**config.mk**
```make
export PLATFORM = sky130hd
export DESIGN_NAME = hd_frame_packer_flat
export DESIGN_NICKNAME = d
export VERILOG_FILES = /design/src/rtl/hd_pack_pkg.sv /design/src/rtl/hd_frame_packer_if.sv /design/src/rtl/hd_sync_fifo.sv /design/src/rtl/hd_frame_packer.sv /design/src/flat_wrapper.sv
export SDC_FILE = /design/constraint.sdc
export NUM_CORES = 1
export LEC_CHECK = 0
export BUFFER_PORTS_ARGS = -buffer_cell sky130_fd_sc_hd__clkbuf_2
export CAP_MARGIN = 40
export CORE_MARGIN = 4
export CORE_UTILIZATION = 45
export DETAILED_ROUTE_END_ITERATION = 8
export PLACE_DENSITY = 0.6
export SETUP_SLACK_MARGIN = 0.15
export SYNTH_ARGS = -nofsm -noshare
export SYNTH_HDL_FRONTEND = slang
export SYNTH_SLANG_ARGS = --single-unit
export TNS_END_PERCENT = 100
```
**constraint.sdc**
```tcl
create_clock -name clk -period 5.34 [get_ports clk]
set_clock_uncertainty 0.1 [all_clocks]
set_input_delay 0.267 -clock clk [delete_from_list [all_inputs] [get_ports clk]]
set_output_delay 0.267 -clock clk [all_outputs]
set_load 0.005 [all_outputs]
```
**src/rtl/hd_pack_pkg.sv**
```systemverilog
// Shared constants for the hard-decision frame packer.
// Frame geometry, FIFO sizing and frame-tracking state encoding.
package hd_pack_pkg;

  localparam int HDDW            = 32;
  localparam int KB              = 14;
  localparam int UNLOADCOUNT     = 17;
  localparam int WORDS_PER_FRAME = KB * UNLOADCOUNT;
  localparam int FIFODEPTH       = 16;
  localparam int ADDRESSWIDTH    = 4;
  localparam int CNTW            = 8;
  localparam int ENTW            = HDDW + 1;

  localparam logic [0:0] IDLE   = 1'b0;
  localparam logic [0:0] ACTIVE = 1'b1;

endpackage

```
**src/rtl/hd_frame_packer_if.sv**
```systemverilog
// Host-side valid/ready stream of the frame packer.
// master drives the word, slave drives the accept.
interface hd_frame_packer_if #(
  parameter int W = 32
);

  logic         m_valid;
  logic [W-1:0] m_data;
  logic         m_last;
  logic         m_ready;

  modport master (
    output m_valid,
    output m_data,
    output m_last,
    input  m_ready
  );

  modport slave (
    input  m_valid,
    input  m_data,
    input  m_last,
    output m_ready
  );

endinterface

```
**src/rtl/hd_sync_fifo.sv**
```systemverilog
// Parametric first-word-fall-through FIFO, single clock.
// A pop on a full FIFO frees the slot for a same-cycle push.
module hd_sync_fifo #(
  parameter int W     = 33,
  parameter int DEPTH = 16,
  parameter int AW    = 4
) (
  input  logic         clk,
  input  logic         rst,
  input  logic         push,
  input  logic         pop,
  input  logic [W-1:0] din,
  output logic [W-1:0] dout,
  output logic         full,
  output logic         empty,
  output logic [AW:0]  level
);

  localparam logic [AW:0] DEPTH_L = (AW+1)'(DEPTH);

  logic [W-1:0]  mem [DEPTH];
  logic [AW-1:0] wr_ptr;
  logic [AW-1:0] rd_ptr;
  logic [AW:0]   cnt;
  logic          do_push;
  logic          do_pop;

  assign empty   = (cnt == '0);
  assign full    = (cnt == DEPTH_L);
  assign do_pop  = pop & ~empty;
  assign do_push = push & (~full | do_pop);
  assign level   = cnt;
  assign dout    = empty ? '0 : mem[rd_ptr];

  always_ff @(posedge clk) begin
    if (do_push) begin
      mem[wr_ptr] <= din;
    end
  end

  always_ff @(posedge clk) begin
    if (rst) begin
      wr_ptr <= '0;
      rd_ptr <= '0;
      cnt    <= '0;
    end else begin
      if (do_push) begin
        wr_ptr <= wr_ptr + 1'b1;
      end
      if (do_pop) begin
        rd_ptr <= rd_ptr + 1'b1;
      end
      unique case ({do_push, do_pop})
        2'b10:   cnt <= cnt + 1'b1;
        2'b01:   cnt <= cnt - 1'b1;
        default: cnt <= cnt;
      endcase
    end
  end

endmodule

```
**src/rtl/hd_frame_packer.sv**
```systemverilog
// Tags decoder words with frame boundaries and buffers them for the host.
// Optional counters under HD_FRAME_PACKER_STATS_EN.
module hd_frame_packer #(
  parameter int HDDW            = hd_pack_pkg::HDDW,
  parameter int KB              = hd_pack_pkg::KB,
  parameter int UNLOADCOUNT     = hd_pack_pkg::UNLOADCOUNT,
  parameter int WORDS_PER_FRAME = KB * UNLOADCOUNT,
  parameter int FIFODEPTH       = hd_pack_pkg::FIFODEPTH,
  parameter int ADDRESSWIDTH    = hd_pack_pkg::ADDRESSWIDTH,
  parameter int CNTW            = hd_pack_pkg::CNTW
) (
  input  logic                  clk,
  input  logic                  rst,
  input  logic                  datavalid,
  input  logic [HDDW-1:0]       HD_out,
  input  logic                  frame_start,
  hd_frame_packer_if.master     m,
  input  logic                  err_clear,
  output logic                  err_overflow,
  output logic                  err_short,
  output logic [ADDRESSWIDTH:0] fifo_level
`ifdef HD_FRAME_PACKER_STATS_EN
  ,
  output logic [15:0]           frames_done,
  output logic [15:0]           words_dropped
`endif
);

  import hd_pack_pkg::*;

  localparam logic [CNTW-1:0] LAST_IDX =
    CNTW'(WORDS_PER_FRAME - 1);

  logic [CNTW-1:0] wr_idx;
  logic [CNTW-1:0] idx_eff;
  logic            last_tag;
  logic            pop;
  logic            full;
  logic            empty;
  logic            drop;
  logic            short_ev;
  logic [0:0]      state;
  logic [HDDW:0]   head;

  // frame_start forces index 0 for a word arriving in the same cycle
  assign idx_eff  = frame_start ? '0 : wr_idx;
  assign last_tag = (idx_eff == LAST_IDX);
  assign pop      = m.m_valid & m.m_ready;
  assign drop     = datavalid & full & ~pop;
  assign short_ev = frame_start & (state == ACTIVE);

  assign m.m_valid = ~empty;
  assign m.m_data  = head[HDDW-1:0];
  assign m.m_last  = head[HDDW];

  hd_sync_fifo #(
    .W     (HDDW + 1),
    .DEPTH (FIFODEPTH),
    .AW    (ADDRESSWIDTH)
  ) u_fifo (
    .clk   (clk),
    .rst   (rst),
    .push  (datavalid),
    .pop   (pop),
    .din   ({last_tag, HD_out}),
    .dout  (head),
    .full  (full),
    .empty (empty),
    .level (fifo_level)
  );

  // Index advances on drops too, keeping alignment
  always_ff @(posedge clk) begin
    if (rst) begin
      wr_idx <= '0;
    end else if (datavalid) begin
      wr_idx <= last_tag ? '0 : idx_eff + 1'b1;
    end else if (frame_start) begin
      wr_idx <= '0;
    end
  end

  always_ff @(posedge clk) begin
    if (rst) begin
      state <= IDLE;
    end else begin
      priority case (1'b1)
        datavalid:   state <= last_tag ? IDLE : ACTIVE;
        frame_start: state <= IDLE;
        default:     state <= state;
      endcase
    end
  end

  always_ff @(posedge clk) begin
    if (rst) begin
      err_overflow <= 1'b0;
      err_short    <= 1'b0;
    end else begin
      err_overflow <= drop | (err_overflow & ~err_clear);
      err_short    <= short_ev | (err_short & ~err_clear);
    end
  end

`ifdef HD_FRAME_PACKER_STATS_EN
  always_ff @(posedge clk) begin
    if (rst || err_clear) begin
      frames_done   <= '0;
      words_dropped <= '0;
    end else begin
      if (pop && m.m_last) begin
        frames_done <= frames_done + 1'b1;
      end
      if (drop && words_dropped != 16'hFFFF) begin
        words_dropped <= words_dropped + 1'b1;
      end
    end
  end
`endif

endmodule

```
**src/flat_wrapper.sv**
```systemverilog
// flat-port wrapper written by rule: the top's interface ports become plain ports
module hd_frame_packer_flat import hd_pack_pkg::*;
#(
  parameter int HDDW            = hd_pack_pkg::HDDW,
  parameter int KB              = hd_pack_pkg::KB,
  parameter int UNLOADCOUNT     = hd_pack_pkg::UNLOADCOUNT,
  parameter int WORDS_PER_FRAME = KB * UNLOADCOUNT,
  parameter int FIFODEPTH       = hd_pack_pkg::FIFODEPTH,
  parameter int ADDRESSWIDTH    = hd_pack_pkg::ADDRESSWIDTH,
  parameter int CNTW            = hd_pack_pkg::CNTW
)
  (clk, rst, datavalid, HD_out, frame_start, err_clear, err_overflow, err_short, fifo_level, m_m_valid, m_m_data, m_m_last, m_m_ready);
  hd_frame_packer_if #(.W((32))) m_i ();
  input  logic clk;
  input  logic rst;
  input  logic datavalid;
  input  logic [HDDW-1:0] HD_out;
  input  logic frame_start;
  input  logic err_clear;
  output logic err_overflow;
  output logic err_short;
  output logic [ADDRESSWIDTH:0] fifo_level;
  output wire logic [$bits(m_i.m_valid)-1:0] m_m_valid;
  output wire logic [$bits(m_i.m_data)-1:0] m_m_data;
  output wire logic [$bits(m_i.m_last)-1:0] m_m_last;
  input wire logic [$bits(m_i.m_ready)-1:0] m_m_ready;
  assign m_m_valid = m_i.m_valid;
  assign m_m_data = m_i.m_data;
  assign m_m_last = m_i.m_last;
  assign m_i.m_ready = m_m_ready;
  hd_frame_packer #(.HDDW(HDDW), .KB(KB), .UNLOADCOUNT(UNLOADCOUNT), .WORDS_PER_FRAME(WORDS_PER_FRAME), .FIFODEPTH(FIFODEPTH), .ADDRESSWIDTH(ADDRESSWIDTH), .CNTW(CNTW)) u_core (.clk(clk), .rst(rst), .datavalid(datavalid), .HD_out(HD_out), .frame_start(frame_start), .m(m_i), .err_clear(err_clear), .err_overflow(err_overflow), .err_short(err_short), .fifo_level(fifo_level));
endmodule
```
Word level (Yosys, flattened, before mapping)
Memories as Yosys holds them, arrays and structs flattened. A register that Yosys moved wholly into a read port is not among the register bits.
Cells that the tools add are included.
{"block": "word_totals", "reg_bits": 24, "latch_bits": 0, "mem_bits_rw": 528, "mem_bits_ro": 0, "in_bits": 38, "output_inout_bits": 41, "mem_count": 1}
{"memory": "u_core.u_fifo.mem", "words": 16, "width": 33, "rd": 1, "rd_ports_with_merged_regs": 1, "wr": 1, "line": "hd_sync_fifo.sv:21", "source": "logic [W-1:0] mem [DEPTH];"}
{"block": "classes", "n_addsub": 5, "multipliers": 0, "n_div": 0, "order_cmp": 0, "eq_ne": 4, "shifts": 0, "mux": 12, "bitwise": 15, "n_reduce_logical": 3}
{"op": "two-way mux 33 bit", "n": 1}
{"op": "two-way mux 8 bit", "n": 3}
{"op": "one-hot mux 5 bit (2 select lines)", "n": 1}
{"op": "adder 4 x 1 -> 4 bit (second input constant)", "n": 2}
{"op": "adder 8 x 1 -> 8 bit (second input constant)", "n": 1}
{"op": "AND 1 bit", "n": 8}
{"op": "equality test 8 bit (second input constant)", "n": 1}
{"op": "two-way mux 4 bit", "n": 2}
{"op": "adder 5 x 1 -> 5 bit (second input constant)", "n": 1}
{"op": "equality test 5 bit (second input constant)", "n": 1}
{"op": "zero test 5 bit", "n": 1}
{"op": "two-way mux 1 bit", "n": 5}
{"op": "subtractor 5 x 1 -> 5 bit (second input constant)", "n": 1}
{"op": "inverter 1 bit", "n": 4}
{"op": "nonzero test 2 bit", "n": 2}
{"op": "OR 1 bit", "n": 3}
{"op": "equality test 2 x 1 -> 1 bit (second input constant)", "n": 1}
{"op": "equality test 2 bit (second input constant)", "n": 1}

Depth between registers and ports, before layout
{"block": "depth", "word_depth": 8, "depth_mapped": 10, "depth_no_buf": 8}

By module
Synthesis repeated with hierarchy kept, for this count alone.
{"block": "hier_totals", "hier_cells": 1009, "area_unflattened_um2": 21714.6}
{"mod": "hd_sync_fifo", "n_inst": 1, "cells_each": 938, "area_per_inst_um2": 21094.0, "seq_area_each_um2": 16195.5}
{"mod": "hd_frame_packer", "n_inst": 1, "cells_each": 71, "area_per_inst_um2": 620.6, "seq_area_each_um2": 220.2}

Worst setup path after synthesis
Ideal clock, no wire load.
{"block": "synth_path", "path_type": "reg2reg", "start": "register u_core.u_fifo.cnt[3] (netlist: u_core.u_fifo.level[3])", "end": "memory u_core.u_fifo.mem[0][0] (enable)", "setup_time_ns": 0.464, "arrival_ns": 3.525, "slack_ns": 1.251, "path_stages_with_launch": 7, "path_buffers": 2, "cell_sequence": "dfxtp_1 -> clkbuf_1 -> or4_1 -> buf_4 -> o21a_1 -> nand2_1 -> nor3_1"}
{"block": "synth_between", "elab_chain_cells": 8, "elab_cells_between_ends": 10, "cone_classes": "1 x eq/ne; 2 x mux; 6 x bitwise; 1 x reduce/logical"}
{"item": "start: declaration", "line": "hd_sync_fifo.sv:24", "source": "logic [AW:0] cnt;"}
{"item": "start signal: assignment", "line": "hd_sync_fifo.sv:54", "source": "2'b10: cnt <= cnt + 1'b1;"}
{"item": "start signal: assignment", "line": "hd_sync_fifo.sv:55", "source": "2'b01: cnt <= cnt - 1'b1;"}
{"item": "start signal: assignment", "line": "hd_sync_fifo.sv:56", "source": "default: cnt <= cnt;"}
{"item": "zero test 5 bit", "line": "hd_sync_fifo.sv:28", "source": "assign empty = (cnt == '0);"}
{"item": "inverter 1 bit", "line": "hd_sync_fifo.sv:30, hd_frame_packer.sv:52"}
{"item": "AND 1 bit", "line": "hd_frame_packer.sv:48", "source": "assign pop = m.m_valid & m.m_ready;"}
{"item": "AND 1 bit", "line": "hd_sync_fifo.sv:30", "source": "assign do_pop = pop & ~empty;"}
{"item": "OR 1 bit (*)", "line": "hd_sync_fifo.sv:31", "source": "assign do_push = push & (~full | do_pop);"}
{"item": "AND 1 bit (*)", "line": "hd_sync_fifo.sv:31"}
{"item": "two-way mux 1 bit (*)", "line": "hd_sync_fifo.sv:36", "source": "if (do_push) begin"}
{"item": "two-way mux 1 bit (not written as such) (*)", "line": "hd_sync_fifo.sv:37", "source": "mem[wr_ptr] <= din;"}
{"item": "end: declaration", "line": "hd_sync_fifo.sv:21"}
Mark *: on every way between the ends. The rest lies on a longest branch, timed or not.

==> results.cfg <==
[synthesis]
synth-compound-area-share = 0.0234
muxShareOfSynthArea = 0.171
synth_edf_count = 528
yosys.area_share.xor_xnor = 0.00366
seq_area_frac_synth = 0.763
syn_avg_cell_area_sq_um = 21.5
synth_top_family_by_area = multiplexers
syn_inst = 1002
ys_warn_count = 0
ys.flop_type = edfxtp_1
syn-cell-area_sq_um = 21500
async_flop_share = 0
ys_ff_latch = 556
synth_fa_ha_area_frac = 0.00465
yosys.cell_types.count = 53
syn-num-nets = 1048
synth-simple-area-share = 0.0207

[routing]
drt_iter0_drc = 946
num_vias = 10200
firstDrtPassIters = 5
finalWirelength_um = 45000
ant_nets = 0
routed_via_density = 5.70
drcViolationCount = 0
wire_per_inst_um = 25.2

[die]
coreArea_sq_um = 47000
ios = 79
die_y_um = 227
rows = 79
initial_utilization = 0.458
dieArea_sq_um = 51400
die_w_um = 227

[finish]
final_common_cell = edfxtp_1
fillers = 3565
area_growth_pct = 16.2
drive_gt1_frac = 0.287
layout.nets = 1183
instances_no_fill = 1787
num_antenna_cells = 0
mostFrequentLayoutCells = edfxtp_1, mux4_2, clkbuf_2, mux2i_1, clkbuf_16

[global_route]
grt_antenna_before_repair = 3
grt_max_degree = 84
grt_use_total = 0.179
grt_pass1_vias = 10700
overflow = 0
grt_pass1_wl_um = 68500

[power]
p_clk_frac = 0.367
power.total_w = 0.0104
power.share.sequential = 0.480
ir_drop_v = 0.000239
power_density_nw_per_um2 = 415
internal-power_w = 0.00790
p_sw_frac = 0.240
p_leak_nw = 7.76
switching_power_w = 0.00249
combPwrFrac = 0.153

[clock_tree]
cts_setup_buffers = 0
cts-root-buf = clkbuf_16
cts_tree = done
clk_latency_ps = 600
cts_num_sinks = 556
cts_buffers = 56
clk_path_buf_depth = 3
h-tree-depth = 2
cts.clk_slew.worst_paths_ps = 60

[placement]
place_hpwl_um = 24900
io_buffers = 78
dp_slack_ps = 2350
place_congestion = 0.721
placed_cells = 1659

[worst_setup_path]
crit_arrival_ps = 3090
worstPathRequired_ps = 4970
crit_path_start_kind = flop
cp-end-kind = output port
path_class = flop to output port
r2r.worst_path.cells = 6
critical_path.max_fanout = 40

[sta]
fin_crit_ps = 3460
final-hold-violation-count = 0
whs_ps = 29.5
timing.final.max_slew_violations = 0
rsz0062_at_grt = no
max-slew-margin-rel = 0.440
fin_tns_setup_ps = 0
setup_viol = 0
worstMarginPinSlew_ps = 840
fmax_mhz = 289
finalWorstSetupSlack_ps = 1880
fin_crit_sh = 0.648

[hold_path]
whs_path_depth = 1
min_path_type = input pin to flop

[flow_run]
drv_cap = 0

[run_status]
status = complete, no violations
cell usage after synthesis, types with 4 or more instances:
cell type / n / share of area
a21oi_1: 6 / 0.0014
clkbuf_1: 24 / 0.0042
o21ai_1: 4 / 0.00093
buf_2: 24 / 0.0056
o22ai_1: 33 / 0.0096
ha_1: 8 / 0.0047
mux4_2: 132 / 0.14
xor2_1: 5 / 0.0020
nand2b_1: 8 / 0.0023
nor3_1: 6 / 0.0014
mux2i_1: 69 / 0.032
nand3_1: 6 / 0.0014
edfxtp_1: 528 / 0.74
xnor2_1: 4 / 0.0016
dfxtp_1: 28 / 0.026
nor2_1: 36 / 0.0063
inv_1: 7 / 0.0012
nand2_1: 12 / 0.0021
nor2b_1: 7 / 0.0020
buf_1: 9 / 0.0016
metrics by stage:
| step | utilization | area, sq um |
|---|---|---|
| after global placement | 0.484 | 22700 |
| after global routing | 0.533 | 25000 |
| after floorplan | - | 21500 |
| after detailed placement | 0.489 | 23000 |
| after CTS | 0.533 | 25000 |
| final | 0.533 | 25000 |
critical path, cell delays in order, from the launching register on:
cell      delay, ps
dfxtp_4         840
buf_12          400
mux4_2          550
mux2i_1         310
o22ai_1         190
clkbuf_2        150
area by class of cell:
| type | instances | area (sq um) | area share |
|---|---|---|---|
| tap | 607 | 759 | 0.0304 |
| timing repair buffer | 136 | 1080 | 0.0433 |
| clock buffer | 70 | 1480 | 0.0590 |
| multi-input combinational | 380 | 4930 | 0.197 |
| sequential | 556 | 16400 | 0.657 |
| inverter | 7 | 26.3 | 0.00105 |
| clock inverter | 31 | 300 | 0.0120 |
registers in the layout (all words and copies together) (netlist names), named ones only:
name                  flops
u_core.u_fifo.level       5
u_core.err_overflow       1
u_core.u_fifo.mem       528
u_core.u_fifo.wr_ptr      4
u_core.wr_idx             8
u_core.err_short          1
u_core.state              1
u_core.u_fifo.rd_ptr      4
per-layer routing:
metal	vias up	GRT usage	part of all wire	wire length, um
met5	-	0	0.00089	40
met4	6	0.0389	0.017	759
met3	72	0.0338	0.045	2010
met2	208	0.289	0.49	22200
met1	5446	0.259	0.45	20000
li1	4458	-	-	-
power groups by stage:
stage	clock, W	sequential (W)	combinational [W]
finish	0.00381	0.00498	0.00159
global route	0.00410	0.00500	0.00174
CTS	0.00391	0.00499	0.00164
detailed placement	0	0.00509	0.00162
global placement	0	0.00508	0.00160
floorplan	0	0.00498	0.00119
timing repair:
| action | in CTS | in global routing |
|---|---|---|
| hold buffers | 27 | 0 |
| resized for setup | 0 | 0 |
| hold endpoints to repair | 372 | 0 |
path summary, 6_finish.rpt:
| path | from | to | slack, ps |
|---|---|---|---|
| hold / removal | HD_out[30] | u_core.u_fifo.mem[3][30] | 30 |
| setup / recovery | flop | m_m_data[4] | 1880 |
| setup reg to reg | u_core.u_fifo.level[3] | u_core.u_fifo.mem[8][27] | 2370 |
| hold reg to reg | u_core.err_short | u_core.err_short | 410 |
cells by family (layout without fill, tap and decap cells):
| kind of cell | count (synthesis) | in the layout |
|---|---|---|
| mux | 203 | 203 |
| buf+inv | 66 | 244 |
| simple gates | 90 | 90 |
| xor+xnor | 9 | 9 |
| fa+ha+maj | 8 | 8 |
| compound gates | 70 | 70 |
| flops | 556 | 556 |
Power figures use the tool's default switching activity.
